`src/rtl/mc_ctrl_pkg.sv`:
```
// Shared encodings for the multicycle MIPS control unit: ALU operations,
// opcode/funct constants and datapath mux select codes.
package mc_ctrl_pkg;

   localparam logic [4:0] ALU_NOP  = 5'b00000;
   localparam logic [4:0] ALU_ADDU = 5'b00001;
   localparam logic [4:0] ALU_SUBU = 5'b00010;
   localparam logic [4:0] ALU_ADD  = 5'b00011;
   localparam logic [4:0] ALU_SUB  = 5'b00100;
   localparam logic [4:0] ALU_OR   = 5'b00101;
   localparam logic [4:0] ALU_AND  = 5'b00110;
   localparam logic [4:0] ALU_SLT  = 5'b00111;

   localparam logic [5:0] OP_R   = 6'b000000;
   localparam logic [5:0] OP_ORI = 6'b001101;
   localparam logic [5:0] OP_LW  = 6'b100011;
   localparam logic [5:0] OP_SW  = 6'b101011;
   localparam logic [5:0] OP_BEQ = 6'b000100;
   localparam logic [5:0] OP_J   = 6'b000010;

   localparam logic [5:0] FN_ADDU = 6'b100001;
   localparam logic [5:0] FN_SUBU = 6'b100011;
   localparam logic [5:0] FN_ADD  = 6'b100000;
   localparam logic [5:0] FN_SUB  = 6'b100010;
   localparam logic [5:0] FN_OR   = 6'b100101;
   localparam logic [5:0] FN_AND  = 6'b100100;
   localparam logic [5:0] FN_SLT  = 6'b101010;

   localparam logic [1:0] ASB_REGB   = 2'b00;
   localparam logic [1:0] ASB_FOUR   = 2'b01;
   localparam logic [1:0] ASB_IMM    = 2'b10;
   localparam logic [1:0] ASB_IMM_SH = 2'b11;

   localparam logic [1:0] PCS_ALU    = 2'b00;
   localparam logic [1:0] PCS_ALUOUT = 2'b01;
   localparam logic [1:0] PCS_JUMP   = 2'b10;

endpackage

```
`src/rtl/mc_ctrl_alu_dec.sv`:
```
// R-type funct decoder: maps funct to an ALU operation and flags
// whether the funct is one the datapath supports.
module alu_dec
   import mc_ctrl_pkg::*;
#(
   parameter int FN_W = 6
) (
   input  logic [FN_W-1:0] funct,
   output logic [4:0]      alu_op,
   output logic            valid
);

   always_comb begin
      alu_op = ALU_NOP;
      valid  = 1'b1;
      case (funct)
         FN_ADDU: alu_op = ALU_ADDU;
         FN_SUBU: alu_op = ALU_SUBU;
         FN_ADD:  alu_op = ALU_ADD;
         FN_SUB:  alu_op = ALU_SUB;
         FN_OR:   alu_op = ALU_OR;
         FN_AND:  alu_op = ALU_AND;
         FN_SLT:  alu_op = ALU_SLT;
         default: valid  = 1'b0;
      endcase
   end

endmodule

```
`src/rtl/mc_ctrl.sv`:
```
// Multicycle MIPS control unit: sequences fetch/decode/execute/memory/
// writeback and drives every datapath select and enable each cycle.
//
// state    | meaning
// ---------+--------------------------------------------------------
// S_FETCH  | read instruction at PC, PC+4 into PC when memory ready
// S_DCODE  | decode op/funct, branch target into ALUOut
// S_EXE    | ALU operation for R-type, ori, or address for lw/sw
// S_MEM_RD | load data read at ALUOut address
// S_MEM_WR | store data written at ALUOut address
// S_WB_ALU | ALUOut written to rd (R-type) or rt (ori)
// S_WB_MEM | MDR written to rt
// S_BRANCH | compare A-B, take branch target when Zero
// S_JUMP   | load jump target into PC
module mc_ctrl
   import mc_ctrl_pkg::*;
#(
   parameter int OP_W = 6,
   parameter int FN_W = 6
) (
   input  logic            clk,
   input  logic            rst,
   input  logic [OP_W-1:0] op,
   input  logic [FN_W-1:0] funct,
   input  logic            Zero,
   input  logic            mem_ready,
   output logic            mem_req,
   output logic            IorD,
   output logic            MemWrite,
   output logic            IRWrite,
   output logic            PCWrite,
   output logic [1:0]      PCSource,
   output logic            ALUSrcA,
   output logic [1:0]      ALUSrcB,
   output logic            EXTOp,
   output logic [4:0]      ALUOp,
   output logic            RegWrite,
   output logic            RegDst,
   output logic            MemtoReg,
   output logic            instr_done,
   output logic            illegal_instr
);

   typedef enum logic [3:0] {
      S_FETCH,
      S_DCODE,
      S_EXE,
      S_MEM_RD,
      S_MEM_WR,
      S_WB_ALU,
      S_WB_MEM,
      S_BRANCH,
      S_JUMP
   } state_t;

   state_t     state, state_nxt;
   logic [4:0] dec_op;
   logic       dec_valid;

   alu_dec #(.FN_W(FN_W)) u_alu_dec (
      .funct  (funct),
      .alu_op (dec_op),
      .valid  (dec_valid)
   );

   always_ff @(posedge clk) begin
      if (rst) state <= S_FETCH;
      else     state <= state_nxt;
   end

   always_comb begin
      state_nxt     = state;
      mem_req       = 1'b0;
      IorD          = 1'b0;
      MemWrite      = 1'b0;
      IRWrite       = 1'b0;
      PCWrite       = 1'b0;
      PCSource      = PCS_ALU;
      ALUSrcA       = 1'b0;
      ALUSrcB       = ASB_REGB;
      EXTOp         = 1'b0;
      ALUOp         = ALU_NOP;
      RegWrite      = 1'b0;
      RegDst        = 1'b0;
      MemtoReg      = 1'b0;
      instr_done    = 1'b0;
      illegal_instr = 1'b0;

      // Reset overrides everything so no write or request escapes
      if (rst) begin
         state_nxt = S_FETCH;
      end else begin
         case (state)
            S_FETCH: begin
               mem_req  = 1'b1;
               ALUSrcB  = ASB_FOUR;
               ALUOp    = ALU_ADDU;
               PCWrite  = mem_ready;
               IRWrite  = mem_ready;
               if (mem_ready) state_nxt = S_DCODE;
            end
            S_DCODE: begin
               ALUSrcB = ASB_IMM_SH;
               EXTOp   = 1'b1;
               ALUOp   = ALU_ADDU;
               case (op)
                  OP_R: begin
                     if (dec_valid) begin
                        state_nxt = S_EXE;
                     end else begin
                        illegal_instr = 1'b1;
                        state_nxt     = S_FETCH;
                     end
                  end
                  OP_ORI, OP_LW, OP_SW: state_nxt = S_EXE;
                  OP_BEQ:               state_nxt = S_BRANCH;
                  OP_J:                 state_nxt = S_JUMP;
                  default: begin
                     illegal_instr = 1'b1;
                     state_nxt     = S_FETCH;
                  end
               endcase
            end
            S_EXE: begin
               ALUSrcA = 1'b1;
               case (op)
                  OP_ORI: begin
                     ALUSrcB = ASB_IMM;
                     ALUOp   = ALU_OR;
                  end
                  OP_LW, OP_SW: begin
                     ALUSrcB = ASB_IMM;
                     EXTOp   = 1'b1;
                     ALUOp   = ALU_ADDU;
                  end
                  default: begin
                     ALUSrcB = ASB_REGB;
                     ALUOp   = dec_op;
                  end
               endcase
               if (op == OP_LW)      state_nxt = S_MEM_RD;
               else if (op == OP_SW) state_nxt = S_MEM_WR;
               else                  state_nxt = S_WB_ALU;
            end
            S_MEM_RD: begin
               mem_req = 1'b1;
               IorD    = 1'b1;
               if (mem_ready) state_nxt = S_WB_MEM;
            end
            S_MEM_WR: begin
               mem_req    = 1'b1;
               IorD       = 1'b1;
               MemWrite   = 1'b1;
               instr_done = mem_ready;
               if (mem_ready) state_nxt = S_FETCH;
            end
            S_WB_ALU: begin
               RegWrite   = 1'b1;
               RegDst     = (op == OP_R);
               instr_done = 1'b1;
               state_nxt  = S_FETCH;
            end
            S_WB_MEM: begin
               RegWrite   = 1'b1;
               MemtoReg   = 1'b1;
               instr_done = 1'b1;
               state_nxt  = S_FETCH;
            end
            S_BRANCH: begin
               ALUSrcA    = 1'b1;
               ALUSrcB    = ASB_REGB;
               ALUOp      = ALU_SUBU;
               PCSource   = PCS_ALUOUT;
               PCWrite    = Zero;
               instr_done = 1'b1;
               state_nxt  = S_FETCH;
            end
            S_JUMP: begin
               PCSource   = PCS_JUMP;
               PCWrite    = 1'b1;
               instr_done = 1'b1;
               state_nxt  = S_FETCH;
            end
            default: state_nxt = S_FETCH;
         endcase
      end
   end

endmodule

```
`config.mk`:
```
export PLATFORM = sky130hd
export DESIGN_NAME = mc_ctrl
export DESIGN_NICKNAME = d
export VERILOG_FILES = /design/src/rtl/mc_ctrl_pkg.sv /design/src/rtl/mc_ctrl_alu_dec.sv /design/src/rtl/mc_ctrl.sv
export SDC_FILE = /design/constraint.sdc
export NUM_CORES = 1
export LEC_CHECK = 0
export ABC_AREA = 1
export CAP_MARGIN = 30
export CORE_ASPECT_RATIO = 1.5
export CORE_MARGIN = 2
export CORE_UTILIZATION = 35
export CTS_CLUSTER_SIZE = 16
export DETAILED_ROUTE_END_ITERATION = 7
export GPL_TIMING_DRIVEN = 0
export PLACE_DENSITY = 0.76
export SLEW_MARGIN = 10
export SYNTH_ARGS = -nofsm -noshare
export SYNTH_HDL_FRONTEND = slang
export SYNTH_SLANG_ARGS = --single-unit
```
`constraint.sdc`:
```
create_clock -name clk -period 1.17 [get_ports clk]
set_input_delay 0.234 -clock clk [delete_from_list [all_inputs] [get_ports clk]]
set_output_delay 0.234 -clock clk [all_outputs]
set_load 0.01 [all_outputs]
```
==> qor.log, run 1 <==
[place] instance area at placement 1120 sq um
[finish] share of final-layout standard cells stronger than drive strength 1 63.7%
[global_routing] vias in the first global route 1152
[detailed_routing] Starting DRT DRC Count 19
[finish] registers with the highest flip-flop counts state x4
[critical_path] beginning of the worst register-to-register path state[3]$_SDFFE_PP0P_
[synth] post-synthesis average cell area 5.40 sq um
[detailed_routing] DRC violation count after routing 0
[floorplanning] horizontal die dimension 41.1 um
[critical_path] capturing point of the worst reg2reg path state[2]$_SDFFE_PP0P_
[hold_path] worst hold-check path type input pin to flip-flop
[critical_path] largest stage delay on the critical path 390 ps
[detailed_routing] number of routed nets with antenna violations 0
[synth] post-synthesis xor/xnor area fraction 0%
[pwr] power per standard cell area 447 nW/um^2
[critical_path] worst-path fanout max 5
[critical_path] critical path buffer and inverter count 4
[clock_network] clock buffer count from CTS 3
[critical_path] Worst R2R Setup Slack -60 ps
[place] pre-CTS setup slack -1100 ps
[critical_path] worst r2r path cells 8
[run] max-cap violations 0
[pwr] Static Leakage 0.723 nW
[finish] number of antenna diodes 0
[detailed_routing] wire length per cell 13.2 um
[critical_path] Worst path top cell family by delay simple AND/OR/NAND/NOR gates
[place] dpl cells 190
[critical_path] CP Launch Type flip-flop
[clock_network] TritonCTS clock tree yes
[synth] largest family of logic cells by synthesized area simple AND/OR/NAND/NOR gates
[detailed_routing] DRT Pass-1 Iters 4
[synth] flops & latches, synth 4
[clock_network] clock edge transition at the registers on the reported setup and hold paths 50 ps
[global_routing] met3 track demand over resource 3.72%
[synth] Yosys warning count 0
[clock_network] Post-CTS Hold Buffers 0
[critical_path] crit-path cells inv_4 > nor2_4 > nand2_4 > nor2_4 > buf_4 > buf_6 > o21ai_1 > nand3b_1 > buf_2
[finish] area of all placed cells without fillers 1510 sq um
[hold_path] Worst Hold Path EP state[3]$_SDFFE_PP0P_
[timing] final cycle utilization of the critical path 149%
[timing] total of endpoints with negative setup slack in the final report 22
[clock_network] maximum clock insertion buffer count 2
[critical_path] cell repeated most along the worst path sky130_fd_sc_hd__nor2_4
[place] number of port buffers 33
[critical_path] Worst Path Arrival 1510 ps
[timing] hold_ws 340 ps
[synth] simple-gate portion of the synthesized area 59.5%
[clock_network] CTS root buffer sky130_fd_sc_hd__clkbuf_4
[finish] P&R area growth vs syn 109%
[synth] Post-Synth Adder-Cell Area 0%
[detailed_routing] via count 1159
[global_routing] global-route met1 utilization 28.8%
[clock_network] clock tree sinks 4
[global_routing] number of antenna violations at the first check in global routing 0
[synth] post-synth design cell area 723 sq um
[floorplanning] number of top-level design ports 37
[synth] compound-gate portion of the synthesized area 14.2%
[floorplanning] y dimension of the die 59.7 um
[finish] post-route insts no fill 223
[floorplanning] placeable core region 2000 sq um
[timing] final hold violations 0
[critical_path] sort of element at the end of the critical path output port
[floorplanning] die area 2450 sq um
[global_routing] first-pass GRT wire length 4.69 mm
[floorplanning] initial core utilization 36.1%
[place] Final Wtd Congestion 0.847
[synth] post-synth cell types 25
[timing] setup repair after global routing missed its margin true
[critical_path] CP Data Required Time 940 ps
[critical_path] worst setup path startpoint state[1]$_SDFFE_PP0P_
[pwr] worst IR drop on VDD 0.416 mV
[hold_path] number of cells on the worst hold path 4
[run_status] status finished with violations
[place] placed wire-length estimate 1.74 mm
[detailed_routing] routed via count divided by cell count 5.20
[timing] crit path time final 1750 ps
[synth] sequential fraction of the synthesis area 11.1%
[global_routing] total congestion overflow 0
[timing] worst setup skew after layout 15.6 ps
[global_routing] most used routing layer met2
[run_status] violated checks setup timing
[critical_path] Slowest cell on crit path sky130_fd_sc_hd__dfxtp_4
[floorplanning] row count 20
[hold_path] source of the worst hold timing path op[5]
[finish] max reg flops 4
[clock_network] CTS H-tree depth 1
[finish] fill count 164
[global_routing] overall fraction of global-route tracks in use 27.3%
[global_routing] pin count of the biggest net entering global routing 11
[finish] nets 218
[clock_network] Skew-Pair Late Insertion Delay 250 ps
[timing] post-route worst setup slack -576 ps
[finish] register with the most flip-flops state
[synth] Syn Inst Count 134
[timing] number of slew-limit violations in the final report 0
[synth] mux cell area share after synthesis 0%
[global_routing] fraction of met2 tracks used by global routing 47.8%
[critical_path] WS Path Type flip-flop to output port
[timing] Highest Clock Rate 0.573 GHz
[detailed_routing] routed wire length 2.95 mm
## worst max path at each step
stage                          to  slack, ps  cells past startpoint
floorplan                ALUOp[1]        -60                      8
global placement    illegal_instr      -1040                      8
detailed placement  illegal_instr      -1100                     10
CTS                      ALUOp[1]       -510                      9
global route             ALUOp[0]       -670                      9
finish                   ALUOp[0]       -580                      9
## worst reg2reg max path: stages (launching register included)
cell	delay [ps]
sky130_fd_sc_hd__dfxtp_4	350
sky130_fd_sc_hd__nor2_4	140
sky130_fd_sc_hd__inv_1	120
sky130_fd_sc_hd__nor2_4	150
sky130_fd_sc_hd__buf_6	110
sky130_fd_sc_hd__nand2_1	60
sky130_fd_sc_hd__nand2_1	60
sky130_fd_sc_hd__nand2_1	60
sky130_fd_sc_hd__a21oi_2	110
## cells by family (layout without fill, tap and decap cells)
logic type             count (synthesis)  in the layout
AND/OR/NAND/NOR                       86             86
other                                  1              2
AO/OA/AOI/OAI                         17             17
flip-flops                             4              4
buffers and inverters                 26             92
## synthesized netlist by cell type, drive strengths merged
cell type | instances | share of area [%]
nor3 | 5 | 5.0
nand3b | 1 | 1.0
nand3 | 15 | 10
a21oi | 7 | 6.4
conb | 1 | 0.52
inv | 22 | 11
buf | 3 | 2.8
a41oi | 1 | 1.2
nand4 | 3 | 2.6
dfxtp | 4 | 11
or2 | 1 | 1.2
o21ai | 7 | 4.8
nand2 | 33 | 19
clkbuf | 1 | 0.52
a31oi | 2 | 1.7
nor2 | 27 | 20
nor4 | 1 | 0.87
## cells in the final DEF (no fill, tap or decap), types with 2 or more instances in the layout
cell / count
sky130_fd_sc_hd__dfxtp_4: 3
sky130_fd_sc_hd__inv_1: 9
sky130_fd_sc_hd__clkbuf_2: 2
sky130_fd_sc_hd__nand3_1: 5
sky130_fd_sc_hd__nand3_2: 6
sky130_fd_sc_hd__o21ai_1: 4
sky130_fd_sc_hd__a21oi_2: 7
sky130_fd_sc_hd__dlygate4sd2_1: 5
sky130_fd_sc_hd__clkdlybuf4s50_1: 2
sky130_fd_sc_hd__buf_4: 21
sky130_fd_sc_hd__clkdlybuf4s15_1: 4
sky130_fd_sc_hd__clkbuf_4: 3
sky130_fd_sc_hd__buf_6: 11
sky130_fd_sc_hd__o21ai_2: 2
sky130_fd_sc_hd__nor2_2: 5
sky130_fd_sc_hd__nand2_1: 23
sky130_fd_sc_hd__nand2_2: 7
sky130_fd_sc_hd__nand2_4: 3
sky130_fd_sc_hd__conb_1: 2
sky130_fd_sc_hd__nor2_4: 11
sky130_fd_sc_hd__nand3_4: 4
sky130_fd_sc_hd__nand4_1: 3
sky130_fd_sc_hd__nor3_2: 3
sky130_fd_sc_hd__nor2_1: 11
sky130_fd_sc_hd__inv_4: 5
sky130_fd_sc_hd__inv_2: 8
sky130_fd_sc_hd__buf_2: 20
## stage by stage
stage                     util [%]  TNS [ps]  power, mW
after floorplan                  -      -195      0.279
after global placement        56.0    -14260      0.387
after detailed placement      56.0    -14630      0.393
after CTS                     69.2     -7250      0.630
after global routing          75.6     -9840      0.728
final                         75.6     -8190      0.676
## metal layers
metal	routed length (um)	up-vias
met5	0	-
met4	78	0
met3	143	11
met2	1680	46
met1	1050	533
li1	-	569
## where the power goes
| part | internal [mW] | total, mW | switching [mW] |
|---|---|---|---|
| Clock | 0.129 | 0.202 | 0.0732 |
| Combinational | 0.145 | 0.324 | 0.179 |
| Sequential | 0.137 | 0.150 | 0.0126 |
## cell type report
cell class              count  area, sq um  share of cell area, %
clock buffers               4         26.3                   1.74
multi-input cells         105          766                   50.6
plain buffers               4         25.0                   1.65
well taps                  22         27.5                   1.82
inverters                  22         95.1                   6.28
flip-flops and latches      4         92.6                   6.12
repair buffers             62          482                   31.8
## what timing repair did
item,CTS,global route
gates resized for setup,137,33
pin swaps,19,23
endpoints found under the setup margin,22,23
buffers inserted,26,8
(Power assumes the default switching activity.)
==> run 2, diff against run 1 <==
Settings changed: CORE_MARGIN 2 to not set.
==> run 2 against run 1 <==
The run still ends with setup timing left. Utilization grew 2.7 points. Via count up 1.0%. Fmax grew 4.2%. Count of clock-buffer cells in the layout is the same. Setup slack gained 70 ps. Clock skew shrank 10 ps. Worst hold slack worse by 5.0 ps. Critical endpoint is now instr_done.
==> qor.log, run 2 (synthesis gave the netlist of run 1 again) <==
[detailed_routing] routed via count divided by cell count 5.35 [was 5.20]
[global_routing] pin count of the biggest net entering global routing 11 [unchanged]
[floorplanning] horizontal die dimension 39.1 um [was 41.1 um]
[pwr] Static Leakage 0.713 nW [was 0.723 nW]
[run_status] status finished with violations [unchanged]
[clock_network] CTS H-tree depth 1 [unchanged]
[floorplanning] number of top-level design ports 37 [unchanged]
[detailed_routing] length of routed met3 wiring 108 um [was 143 um]
[critical_path] CP Launch Type flip-flop [unchanged]
[place] placed wire-length estimate 1.73 mm [was 1.74 mm]
[place] pre-CTS setup slack -1090 ps [was -1100 ps]
[critical_path] worst r2r path cells 9 [was 8]
[run] max-cap violations 0 [unchanged]
[floorplanning] y dimension of the die 57.7 um [was 59.7 um]
[clock_network] clock tree sinks 4 [unchanged]
[timing] number of slew-limit violations in the final report 0 [unchanged]
[place] Final Wtd Congestion 0.810 [was 0.847]
[finish] max reg flops 4 [unchanged]
[detailed_routing] Starting DRT DRC Count 35 [was 19]
[detailed_routing] number of routed nets with antenna violations 0 [unchanged]
[detailed_routing] Metal-1 WL 1.06 mm [was 1.05 mm]
[clock_network] CTS root buffer sky130_fd_sc_hd__clkbuf_4 [unchanged]
[detailed_routing] routed wire length 3.28 mm [was 2.95 mm]
[finish] register with the most flip-flops state [unchanged]
[critical_path] WS Path Type flip-flop to output port [unchanged]
[hold_path] worst hold-check path type input pin to flip-flop [unchanged]
[floorplanning] die area 2260 sq um [was 2450 sq um]
[finish] post-route insts no fill 219 [was 223]
[detailed_routing] wire length per cell 15.0 um [was 13.2 um]
[clock_network] Skew-Pair Late Insertion Delay 260 ps [was 250 ps]
[finish] Final Util 78.3% [was 75.6%]
[timing] hold_ws 335 ps [was 340 ps]
[pwr] switching component of the power 0.286 mW [was 0.265 mW]
[pwr] power per standard cell area 495 nW/um^2 [was 447 nW/um^2]
[finish] area of all placed cells without fillers 1470 sq um [was 1510 sq um]
[detailed_routing] via count 1171 [was 1159]
[finish] registers with the highest flip-flop counts state x4 [unchanged]
[timing] crit path time final 1680 ps [was 1750 ps]
[timing] final hold violations 0 [unchanged]
[clock_network] maximum clock insertion buffer count 2 [unchanged]
[finish] number of antenna diodes 0 [unchanged]
[detailed_routing] DRC violation count after routing 0 [unchanged]
[finish] share of final-layout standard cells stronger than drive strength 1 64.1% [was 63.7%]
[floorplanning] placeable core region 1880 sq um [was 2000 sq um]
[global_routing] number of antenna violations at the first check in global routing 0 [unchanged]
[detailed_routing] routed length on met2 2.01 mm [was 1.68 mm]
[finish] most common cell after layout, fill and taps aside sky130_fd_sc_hd__buf_4 [was sky130_fd_sc_hd__nand2_1]
[pwr] combinational fraction of design power 50.4% [was 48.0%]
[timing] actual slew at the worst max-slew pin 642 ps
[global_routing] vias in the first global route 1139 [was 1152]
[critical_path] Worst Path Arrival 1440 ps [was 1510 ps]
[pwr] switching share of power 39.3% [was 39.2%]
[timing] Max transition margin 57.2%
[critical_path] sort of element at the end of the critical path output port [unchanged]
[global_routing] total congestion overflow 0 [unchanged]
[floorplanning] row count 19 [was 20]
[critical_path] CP Data Required Time 940 ps [about the same]
[finish] P&R area growth vs syn 103% [was 109%]
[global_routing] overall fraction of global-route tracks in use 27.0% [was 27.3%]
[clock_network] TritonCTS clock tree yes [unchanged]
[place] instance area at placement 1120 sq um [about the same]
[place] number of port buffers 33 [unchanged]
[finish] most used cells in the layout excluding fill and tap cells sky130_fd_sc_hd__buf_4 (20), sky130_fd_sc_hd__buf_2 (19), sky130_fd_sc_hd__nand2_1 (15) [was sky130_fd_sc_hd__nand2_1 (23), sky130_fd_sc_hd__buf_4 (21), sky130_fd_sc_hd__buf_2 (20)]
[hold_path] number of cells on the worst hold path 2 [was 4]
[timing] post-route worst setup slack -506 ps [was -576 ps]
[global_routing] first-pass GRT wire length 4.37 mm [was 4.69 mm]
[timing] total of endpoints with negative setup slack in the final report 23 [was 22]
[timing] setup repair after global routing missed its margin true [unchanged]
[place] dpl cells 189 [was 190]
[pwr] Total Power Consumption 0.727 mW [was 0.676 mW]
[pwr] worst IR drop on VDD 0.435 mV [was 0.416 mV]
[run_status] violated checks setup timing [unchanged]
[timing] Highest Clock Rate 0.597 GHz [was 0.573 GHz]
[finish] nets 215 [was 218]
[timing] worst setup skew after layout 5.39 ps [was 15.6 ps]
[critical_path] worst-path fanout max 6 [was 5]
[detailed_routing] DRT Pass-1 Iters 4 [unchanged]
[clock_network] clock edge transition at the registers on the reported setup and hold paths 40 ps [was 50 ps]
[clock_network] clock buffer count from CTS 3 [unchanged]
[clock_network] Post-CTS Hold Buffers 0 [unchanged]
[pwr] Reg power frac 20.4% [was 22.1%]
[pwr] internal power of the cells 0.442 mW [was 0.411 mW]
[pwr] share of total power in the clock network 29.2% [was 29.9%]
[critical_path] Worst R2R Setup Slack -150 ps [was -60 ps]
[timing] setup tns final -8450 ps [was -8190 ps]
[timing] final cycle utilization of the critical path 143% [was 149%]
[floorplanning] initial core utilization 38.5% [was 36.1%]
[detailed_routing] highest layer used for signal routing met4 [unchanged]
run 2: worst paths after layout:
path / from / to
max: state[0]$_SDFFE_PP0P_ / instr_done
min: rst / state[3]$_SDFFE_PP0P_
max reg2reg: state[3]$_SDFFE_PP0P_ / state[0]$_SDFFE_PP0P_
min reg2reg: state[3]$_SDFFE_PP0P_ / state[2]$_SDFFE_PP0P_
run 2: worst max-delay path, cell delays in order (launching register included):
cell	delay (ps)
sky130_fd_sc_hd__dfxtp_4	380
sky130_fd_sc_hd__nor2_4	190
sky130_fd_sc_hd__buf_4	140
sky130_fd_sc_hd__nand3_2	110
sky130_fd_sc_hd__a41oi_2	200
sky130_fd_sc_hd__buf_2	160
run 2: layout make-up:
cell class                      count  area, sq um
Timing Repair Buffer               59          455
Fill cell                         130          408
Multi-Input combinational cell    105          758
Buffer                              4         23.8
Clock buffer                        4         26.3
Sequential cell                     4         92.6
Inverter                           22         87.6
Tap cell                           21         26.3
run 2: power groups by stage:
| stage | Combinational [mW] | Sequential (mW) | Clock (mW) |
|---|---|---|---|
| 3_5_place_dp | 0.238 | 0.152 | 0 |
| 2_1_floorplan | 0.128 | 0.151 | 0 |
| 5_1_grt | 0.387 | 0.149 | 0.215 |
| 4_1_cts | 0.305 | 0.148 | 0.201 |
| 3_3_place_gp | 0.235 | 0.153 | 0 |
| 6_report | 0.367 | 0.148 | 0.212 |
run 2: per-layer routing:
| metal | track usage, % | up-vias |
|---|---|---|
| met1 | 21.4 | 556 |
| met4 | 11.3 | 0 |
| met2 | 58.3 | 45 |
| met5 | 0 | - |
| li1 | - | 562 |
| met3 | 1.53 | 8 |
run 2: what timing repair did:
item                                   4_1_cts  5_1_grt
pin swaps                                   24       14
setup buffers                               24        3
endpoints found under the hold margin        0        0
setup endpoints to repair                   23       23
resized for setup                          138       22
